==> config.mk <==
export PLATFORM = sky130hd
export DESIGN_NAME = dm_cache_fsm
export DESIGN_NICKNAME = d
export VERILOG_FILES = /design/src/rtl/dm_cache_fsm.sv
export SDC_FILE = /design/constraint.sdc
export NUM_CORES = 1
export LEC_CHECK = 0
export ABC_CLOCK_PERIOD_IN_PS = 6300
export CAP_MARGIN = 20
export CORE_AREA = 8 8 489 491
export DETAILED_ROUTE_END_ITERATION = 10
export DIE_AREA = 0 0 497 499
export DONT_BUFFER_PORTS = 1
export GPL_TIMING_DRIVEN = 1
export PLACE_DENSITY = 0.3
export REMOVE_ABC_BUFFERS = 1
export SETUP_SLACK_MARGIN = 0.05
export SLEW_MARGIN = 20
export SYNTH_ARGS = -nofsm -noshare
export SYNTH_HDL_FRONTEND = slang
export SYNTH_SLANG_ARGS = --single-unit
==> constraint.sdc <==
create_clock -name clk -period 6.3 [get_ports clk]
set_input_delay 0.63 -clock clk [delete_from_list [all_inputs] [get_ports clk]]
set_output_delay 0.63 -clock clk [all_outputs]
set_load 0.005 [all_outputs]
==> src/rtl/dm_cache_fsm.sv <==
`default_nettype none
// ============================================================================
// Module   : dm_cache_fsm
// Purpose  : Controller for a direct-mapped write-back cache. Accepts one CPU
//            word request at a time, looks up the tag memory, serves hits from
//            the 512 x 256-bit data memory, writes back dirty victims and
//            allocates missing lines from main memory.
// Ports    : clk, rst                  - clock, synchronous active-high reset
//            cpu_req_* / cpu_res_*      - CPU load/store request and response
//            mem_req_* / mem_ready/data - main-memory line request handshake
//            tag_* / data_*             - tag and data memory index/write/read
//            hit_count, miss_count      - statistics counters
// Config   : CACHE_STATS_EN - when defined, hit/miss counters are built;
//            otherwise the counter ports are tied to zero.
// Revision : 1.0 - initial release
// ============================================================================
module dm_cache_fsm (
    input  logic         clk,
    input  logic         rst,
    input  logic         cpu_req_valid,
    input  logic         cpu_req_rw,
    input  logic [31:0]  cpu_req_addr,
    input  logic [31:0]  cpu_req_data,
    output logic         cpu_res_ready,
    output logic [31:0]  cpu_res_data,
    output logic         mem_req_valid,
    output logic         mem_req_rw,
    output logic [31:0]  mem_req_addr,
    output logic [255:0] mem_req_data,
    input  logic         mem_ready,
    input  logic [255:0] mem_data,
    output logic [8:0]   tag_index,
    output logic         tag_we,
    output logic [19:0]  tag_write,
    input  logic [19:0]  tag_read,
    output logic [8:0]   data_index,
    output logic         data_we,
    output logic [255:0] data_write,
    input  logic [255:0] data_read,
    output logic [31:0]  hit_count,
    output logic [31:0]  miss_count
);

    typedef enum logic [1:0] {
        S_IDLE        = 2'd0,
        S_COMPARE_TAG = 2'd1,
        S_WRITE_BACK  = 2'd2,
        S_ALLOCATE    = 2'd3
    } state_t;

    state_t       r_state;
    state_t       w_state_next;

    // Latched request; the byte offset is never needed so it is not stored.
    logic         r_req_rw;
    logic [31:2]  r_req_addr;
    logic [31:0]  r_req_data;
    logic [31:0]  r_res_data;

    logic [17:0]  w_req_tag;
    logic [8:0]   w_req_index;
    logic [2:0]   w_req_word;
    logic [7:0]   w_bit_base;
    logic         w_tag_valid;
    logic         w_tag_dirty;
    logic [17:0]  w_tag_tag;
    logic         w_hit;
    logic [31:0]  w_read_word;
    logic [255:0] w_merged_line;
    logic         w_unused_addr_lsb;

    assign w_req_tag   = r_req_addr[31:14];
    assign w_req_index = r_req_addr[13:5];
    assign w_req_word  = r_req_addr[4:2];
    assign w_bit_base  = {w_req_word, 5'b00000};

    assign w_tag_valid = tag_read[19];
    assign w_tag_dirty = tag_read[18];
    assign w_tag_tag   = tag_read[17:0];
    assign w_hit       = w_tag_valid && (w_tag_tag == w_req_tag);

    assign w_read_word = data_read[w_bit_base +: 32];

    assign tag_index   = w_req_index;
    assign data_index  = w_req_index;

    assign w_unused_addr_lsb = ^cpu_req_addr[1:0];

    always_comb begin
        w_merged_line = data_read;
        w_merged_line[w_bit_base +: 32] = r_req_data;
    end

    // ------------------------------------------------------------------------
    // State register and request latch
    // ------------------------------------------------------------------------
    always_ff @(posedge clk) begin
        if (rst) begin
            r_state    <= S_IDLE;
            r_req_rw   <= 1'b0;
            r_req_addr <= '0;
            r_req_data <= '0;
            r_res_data <= '0;
        end else begin
            r_state <= w_state_next;
            if (r_state == S_IDLE && cpu_req_valid) begin
                r_req_rw   <= cpu_req_rw;
                r_req_addr <= cpu_req_addr[31:2];
                r_req_data <= cpu_req_data;
            end
            if (r_state == S_COMPARE_TAG && w_hit && !r_req_rw) begin
                r_res_data <= w_read_word;
            end
        end
    end

    // ------------------------------------------------------------------------
    // Next-state and output decode
    // ------------------------------------------------------------------------
    always_comb begin
        w_state_next  = r_state;
        cpu_res_ready = 1'b0;
        cpu_res_data  = r_res_data;
        mem_req_valid = 1'b0;
        mem_req_rw    = 1'b0;
        mem_req_addr  = '0;
        mem_req_data  = '0;
        tag_we        = 1'b0;
        tag_write     = '0;
        data_we       = 1'b0;
        data_write    = '0;

        case (r_state)
            S_IDLE: begin
                if (cpu_req_valid) begin
                    w_state_next = S_COMPARE_TAG;
                end
            end

            S_COMPARE_TAG: begin
                if (w_hit) begin
                    cpu_res_ready = 1'b1;
                    w_state_next  = S_IDLE;
                    if (r_req_rw) begin
                        data_we    = 1'b1;
                        data_write = w_merged_line;
                        tag_we     = 1'b1;
                        tag_write  = {1'b1, 1'b1, w_req_tag};
                    end else begin
                        cpu_res_data = w_read_word;
                    end
                end else if (w_tag_valid && w_tag_dirty) begin
                    w_state_next = S_WRITE_BACK;
                end else begin
                    w_state_next = S_ALLOCATE;
                end
            end

            S_WRITE_BACK: begin
                // Victim address is rebuilt from the stored tag, not the request.
                mem_req_valid = 1'b1;
                mem_req_rw    = 1'b1;
                mem_req_addr  = {w_tag_tag, w_req_index, 5'b00000};
                mem_req_data  = data_read;
                if (mem_ready) begin
                    w_state_next = S_ALLOCATE;
                end
            end

            S_ALLOCATE: begin
                mem_req_valid = 1'b1;
                mem_req_rw    = 1'b0;
                mem_req_addr  = {w_req_tag, w_req_index, 5'b00000};
                if (mem_ready) begin
                    data_we      = 1'b1;
                    data_write   = mem_data;
                    tag_we       = 1'b1;
                    tag_write    = {1'b1, 1'b0, w_req_tag};
                    w_state_next = S_COMPARE_TAG;
                end
            end

            default: begin
                w_state_next = S_IDLE;
            end
        endcase

        // A memory response landing in the reset cycle must not modify the
        // tag or data arrays; the request is simply abandoned.
        if (rst) begin
            tag_we  = 1'b0;
            data_we = 1'b0;
        end
    end

    // ------------------------------------------------------------------------
    // Statistics
    // ------------------------------------------------------------------------
`ifdef CACHE_STATS_EN
    // Set on acceptance, cleared after the first COMPARE_TAG so that the
    // post-allocate lookup is not counted.
    logic        r_first_lookup;
    logic [31:0] r_hit_count;
    logic [31:0] r_miss_count;

    always_ff @(posedge clk) begin
        if (rst) begin
            r_first_lookup <= 1'b0;
            r_hit_count    <= '0;
            r_miss_count   <= '0;
        end else begin
            if (r_state == S_IDLE && cpu_req_valid) begin
                r_first_lookup <= 1'b1;
            end else if (r_state == S_COMPARE_TAG) begin
                r_first_lookup <= 1'b0;
            end
            if (r_state == S_COMPARE_TAG && r_first_lookup) begin
                if (w_hit) begin
                    r_hit_count <= r_hit_count + 32'd1;
                end else begin
                    r_miss_count <= r_miss_count + 32'd1;
                end
            end
        end
    end

    assign hit_count  = r_hit_count;
    assign miss_count = r_miss_count;
`else
    assign hit_count  = 32'd0;
    assign miss_count = 32'd0;
`endif

endmodule
`default_nettype wire

## Word-level counts from Yosys, hierarchy flattened

Cells that the tools add are included.

| word-level totals | value |
|---|---|
| bits in registers | 97 |
| input bits | 601 |

| cells by class | value |
|---|---|
| add/subtract/negate cells | 1 |
| equal/unequal tests | 7 |
| shift operators | 3 |
| multiplexer cells | 29 |
| reduce and logical (&&, ||, !) cells | 9 |

Operators by type and width:

| cell | number |
|---|---|
| two-way mux 256 bit | 4 |
| one-hot mux 256 bit (2 select lines) | 1 |
| bitwise mux 256 bit | 1 |
| variable shift 32 x 10 -> 256 bit (first input constant) | 1 |
| variable part select 256 x 9 -> 32 bit | 1 |
| variable part select 32 x 10 -> 256 bit | 1 |
| two-way mux 32 bit | 3 |
| one-hot mux 32 bit (2 select lines) | 1 |
| two-way mux 20 bit | 3 |
| one-hot mux 20 bit (2 select lines) | 1 |
| == test 18 bit | 1 |
| negator 8 -> 10 bit | 1 |
| two-way mux 1 bit | 9 |
| two-way mux 2 bit | 4 |
| one-hot mux 2 bit (4 select lines) | 1 |
| inequality test 2 bit (second input constant) | 3 |
| logical AND 1 bit | 5 |
| == test 2 bit (second input constant) | 2 |
| AND reduction 3 bit | 1 |
| == test 2 x 1 -> 1 bit (second input constant) | 1 |
| zero test 2 bit | 1 |
| one-hot mux 1 bit (2 select lines) | 1 |
| OR reduction 2 bit | 1 |
| zero test 1 bit | 1 |

## Logic depth before layout (Yosys ltp)

| depth | value |
|---|---|
| depth after elaboration | 6 |
| depth in mapped cells | 12 |
| mapped depth without buffers | 8 |

## Least setup slack after synthesis

OpenSTA, ideal clock, no wires.

| timing path | value |
|---|---|
| path type | register -> output |
| from | register r_req_addr[3] (netlist name) |
| to | output data_write[21] |
| data arrival time | 2502 ps |
| data required time | 5670 ps |
| path slack | 3168 ps |
| stages on the path, launching flop included | 12 |
| path buffers | 4 |
| cells stage by stage | dfxtp_1 buf_2 buf_4 buf_4 inv_1 ha_1 ha_1 nor4b_1 nand3_1 buf_2 mux2i_1 o21ai_0 |

| on the way | value |
|---|---|
| cells in the longest elaborated chain, start to end | 6 |

Ends and longest elaborated chain:

| element | line | text |
|---|---|---|
| from (decl) | 56 | `logic [31:2] r_req_addr;` |
| from (signal assigned) | 108 | `r_req_addr <= cpu_req_addr[31:2];` |
| negator 8 -> 10 bit * | 91 | `w_merged_line[w_bit_base +: 32] = r_req_data;` |
| variable part select 32 x 10 -> 256 bit / variable shift 32 x 10 -> 256 bit (equally long branches) | 91 |  |
| bitwise mux 256 bit * | 91 |  |
| two-way mux 256 bit * | 144 | `if (r_req_rw) begin` |
| two-way mux 256 bit * | 141 | `if (w_hit) begin` |
| one-hot mux 256 bit (2 select lines) * | 133 | `case (r_state)` |
| to (decl) | 38 | `output logic [255:0] data_write,` |

Mark *: on every way between the ends. The rest lies on a longest branch, timed or not.

## Worst setup path in the final report

| timing path | value |
|---|---|
| from | register r_req_addr[14] (netlist name) |
| to | output data_write[137] |

| on the way | value |
|---|---|
| cells in the longest elaborated chain, start to end | 4 |

Ends and longest elaborated chain:

| element | line | text |
|---|---|---|
| == test 18 bit | 80 | `assign w_hit = w_tag_valid && (w_tag_tag == w_req_tag);` |
| logical AND 1 bit | 80 |  |
| two-way mux 256 bit | 141 |  |
| one-hot mux 256 bit (2 select lines) | 133 |  |

Every way passes these cells.

==> results.yml <==
status:
  outcome: "complete, no violations"
layout:
  fin_cells: 5247
  register_area_sq_mm: 0.00195
  drive_above_1_share_pct: 7.94
  multi_input_area_sq_mm: 0.0113
  syn_to_final_growth_pct: 24.4
  layout_common_cells: "nand2_1 (580), a21oi_1 (290), and2_1 (266), o21ai_1 (231), and3_1 (126)"
  nFillCells: 27400
  nNetsFinal: 2746
  layout_commonest_cell: "nand2_1"
placed_design:
  gp_congestion: 0.870
  io_buffers: 0
  dp.cells: 5167
  dp_hpwl_um: 195000
detailed_routing:
  avgRoutedWirePerCell_um: 44.5
  dr.pass1.iters: 6
  postRouteAntennaNets: 0
  avgViaCountPerCell: 3.55
  drt_iter0_drc: 2124
  drc: 0
  routed_wl_um: 233000
  vias: 18600
logic_synthesis:
  synth_edf_count: 0
  syn_inst: 2296
  synth_seq_cells: 97
  seq_area_frac_synth_pct: 13.3
  ys.flop_type: "dfxtp_1"
  synth_area_sq_mm: 0.0146
  synth_area_per_cell_sq_um: 6.35
  yosysUniqueCellTypes: 43
  yosys_warnings: 0
  async_reset_ff_share_pct: 0
timing:
  tns_ns: 0
  period_minus_slack_ns: 4.84
  final_hold_viol_count: 0
  setup_violations: 0
  max_freq_mhz: 207
  rsz0062_at_grt: "false"
  slew_headroom_pct: 28.2
  finalClockSkew_ns: 0.0263
  tightest_slew_ns: 1.07
  slew_violations: 0
  post-route-period-util_pct: 76.8
worst_setup_path:
  regToRegSetupSlack_ns: 3.29
  startpoint: "r_req_addr[14]$_SDFFE_PP0P_"
  crit_type: "reg2out"
  crit_end: "data_write[137]"
  r2r-end: "r_res_data[29]$_SDFFE_PP0P_"
  worst_r2r_path_depth: 6
  crit_fanout: 53
  cp_cell_sequence: "xor2_1 > nor4_1 > and3_4 > nand4_4 > buf_12 > buf_4 > o21ai_0"
  worstPathRequired_ns: 5.67
  end_kind: "output pin"
  worst_path_largest_cell_delay_ns: 0.68
  r2r-start: "r_req_addr[14]$_SDFFE_PP0P_"
  cp_slowest_cell: "nor4_1"
  start_kind: "register"
  worstPathArrival_ns: 4.21
cts:
  cts_buffers: 9
  cts_root_buf: "clkbuf_16"
  cts_hold_buffers: 0
  clock_latency_ns: 0.48
  cts-htree-levels: 3
  clockBufferDepth: 2
  clkTransAtPathRegs_ns: 0.11
  postCtsResizedCells: 0
  cts_sinks: 97
  post-cts-setup-buffers: 0
  cts_tree: "yes"
floorplan:
  rows: 177
  die_height_um: 499
  dieArea_sq_mm: 0.248
  io_pins: 1284
  die_x_um: 497
  coreArea_sq_mm: 0.231
  initial_core_util_pct: 6.30
power_and_ir_drop:
  intPower_mw: 1.70
  switching_share_pct: 62.6
  peakVddDrop_uv: 159
  power.share.clock_pct: 16.8
  pwr-share-comb_pct: 63.0
  finalPower_mw: 4.56
  switchingPower_mw: 2.85
  seqPwrFrac_pct: 20.2
  p_leak_nw: 6.11
  power_density_mw_per_mm2: 251
global_route:
  antenna_found_initial: 182
  grt_pass1_vias: 17900
  grt_pass1_wl_um: 278000
  grt_use_total_pct: 17.9
  grt_start_max_net_pins: 100
  grt-ovfl-total: 0
flow_run:
  cap_violations: 0
hold_path:
  hp-class: "in2reg"
==> cell usage after synthesis, types with 8 or more instances <==
master	n	area, sq um
nand2_1	587	2200
a21oi_1	290	1450
and2_1	270	1690
o21ai_1	231	1160
clkbuf_1	158	593
and3_1	127	795
dfxtp_1	97	1940
buf_4	91	683
nor2_1	68	255
mux2i_1	64	641
mux4_2	64	1440
o21ai_0	59	295
nand3_1	36	180
buf_6	26	293
buf_2	24	120
a22o_1	18	158
xor2_1	11	96.3
a21boi_1	10	75.1
ha_1	10	125
a21boi_0	8	60.1
==> through the flow <==
step	cell area, sq um	util (%)	hold WS [ns]	setup WS [ns]
6_report	18100	7.84	0.222	1.46
5_1_grt	18000	7.79	0.172	1.29
4_1_cts	18000	7.77	0.139	1.33
3_5_place_dp	17700	7.64	0.484	1.70
3_3_place_gp	17700	7.64	0.475	1.70
2_1_floorplan	13100	-	0.462	0.100
==> sequential cells by signal, summed over array words and instances, names as in the netlist <==
name,cells
r_req_data,32
r_res_data,32
r_req_addr,30
r_state,2
r_req_rw,1
==> area by class of cell <==
type | count | share of cell area [%]
antenna | 64 | 0.883
clock inverter | 6 | 0.324
timing repair buffer | 64 | 3.20
inverter | 8 | 0.179
clock buffer | 10 | 1.26
sequential | 97 | 10.8
tap | 3043 | 21.0
multi-input combinational | 1955 | 62.4
==> power by group through the flow <==
| stage | clock (mW) | combinational, mW | sequential, mW |
|---|---|---|---|
| after global routing | 0.835 | 3.13 | 0.930 |
| final | 0.765 | 2.87 | 0.918 |
| after CTS | 0.843 | 3.00 | 0.923 |
| after global placement | 0 | 2.99 | 0.935 |
| after detailed placement | 0 | 2.99 | 0.938 |
| after floorplan | 0 | 1.36 | 0.835 |
==> worst min path at each step <==
stage	startpoint	end	slack (ns)	depth (start not counted)
6_report	rst	r_req_addr[26]$_SDFFE_PP0P_	0.22	1
5_1_grt	rst	r_req_addr[26]$_SDFFE_PP0P_	0.17	1
4_1_cts	rst	r_req_addr[26]$_SDFFE_PP0P_	0.14	1
3_5_place_dp	r_res_data[2]$_SDFFE_PP0P_	r_res_data[2]$_SDFFE_PP0P_	0.48	2
3_3_place_gp	r_res_data[2]$_SDFFE_PP0P_	r_res_data[2]$_SDFFE_PP0P_	0.47	2
2_1_floorplan	r_res_data[0]$_SDFFE_PP0P_	r_res_data[0]$_SDFFE_PP0P_	0.46	2
==> worst max-delay path: cells and delay by family (launching register included) <==
| family | cells | cell delay, ns |
|---|---|---|
| compound gates | 1 | 0.50 |
| xor+xnor | 1 | 0.17 |
| buf+inv | 2 | 0.72 |
| flops | 1 | 0.37 |
| simple gates | 3 | 1.79 |
==> cells by family (layout without fill, tap and decap cells) <==
kind of cell,after synthesis,after routing,share of synthesized area (%)
other,1,133,0.0257
AO/OA/AOI/OAI,621,621,22.2
XOR/XNOR,18,18,1.08
AND/OR/NAND/NOR,1109,1109,36.3
multiplexers,128,128,14.3
adder cells (fa/ha/maj),10,10,0.858
flip-flops,97,97,13.3
buffers and inverters,312,88,11.9
==> routing by layer <==
metal | share of wire, % | up-vias | global-route usage, %
met4 | 3.1 | 120 | 4.96
met3 | 16 | 337 | 12.8
li1 | - | 7402 | -
met2 | 45 | 1688 | 28.8
met1 | 35 | 9080 | 18.6
met5 | 0.33 | - | 0
No activity file was read; power rests on OpenSTA's default activity.
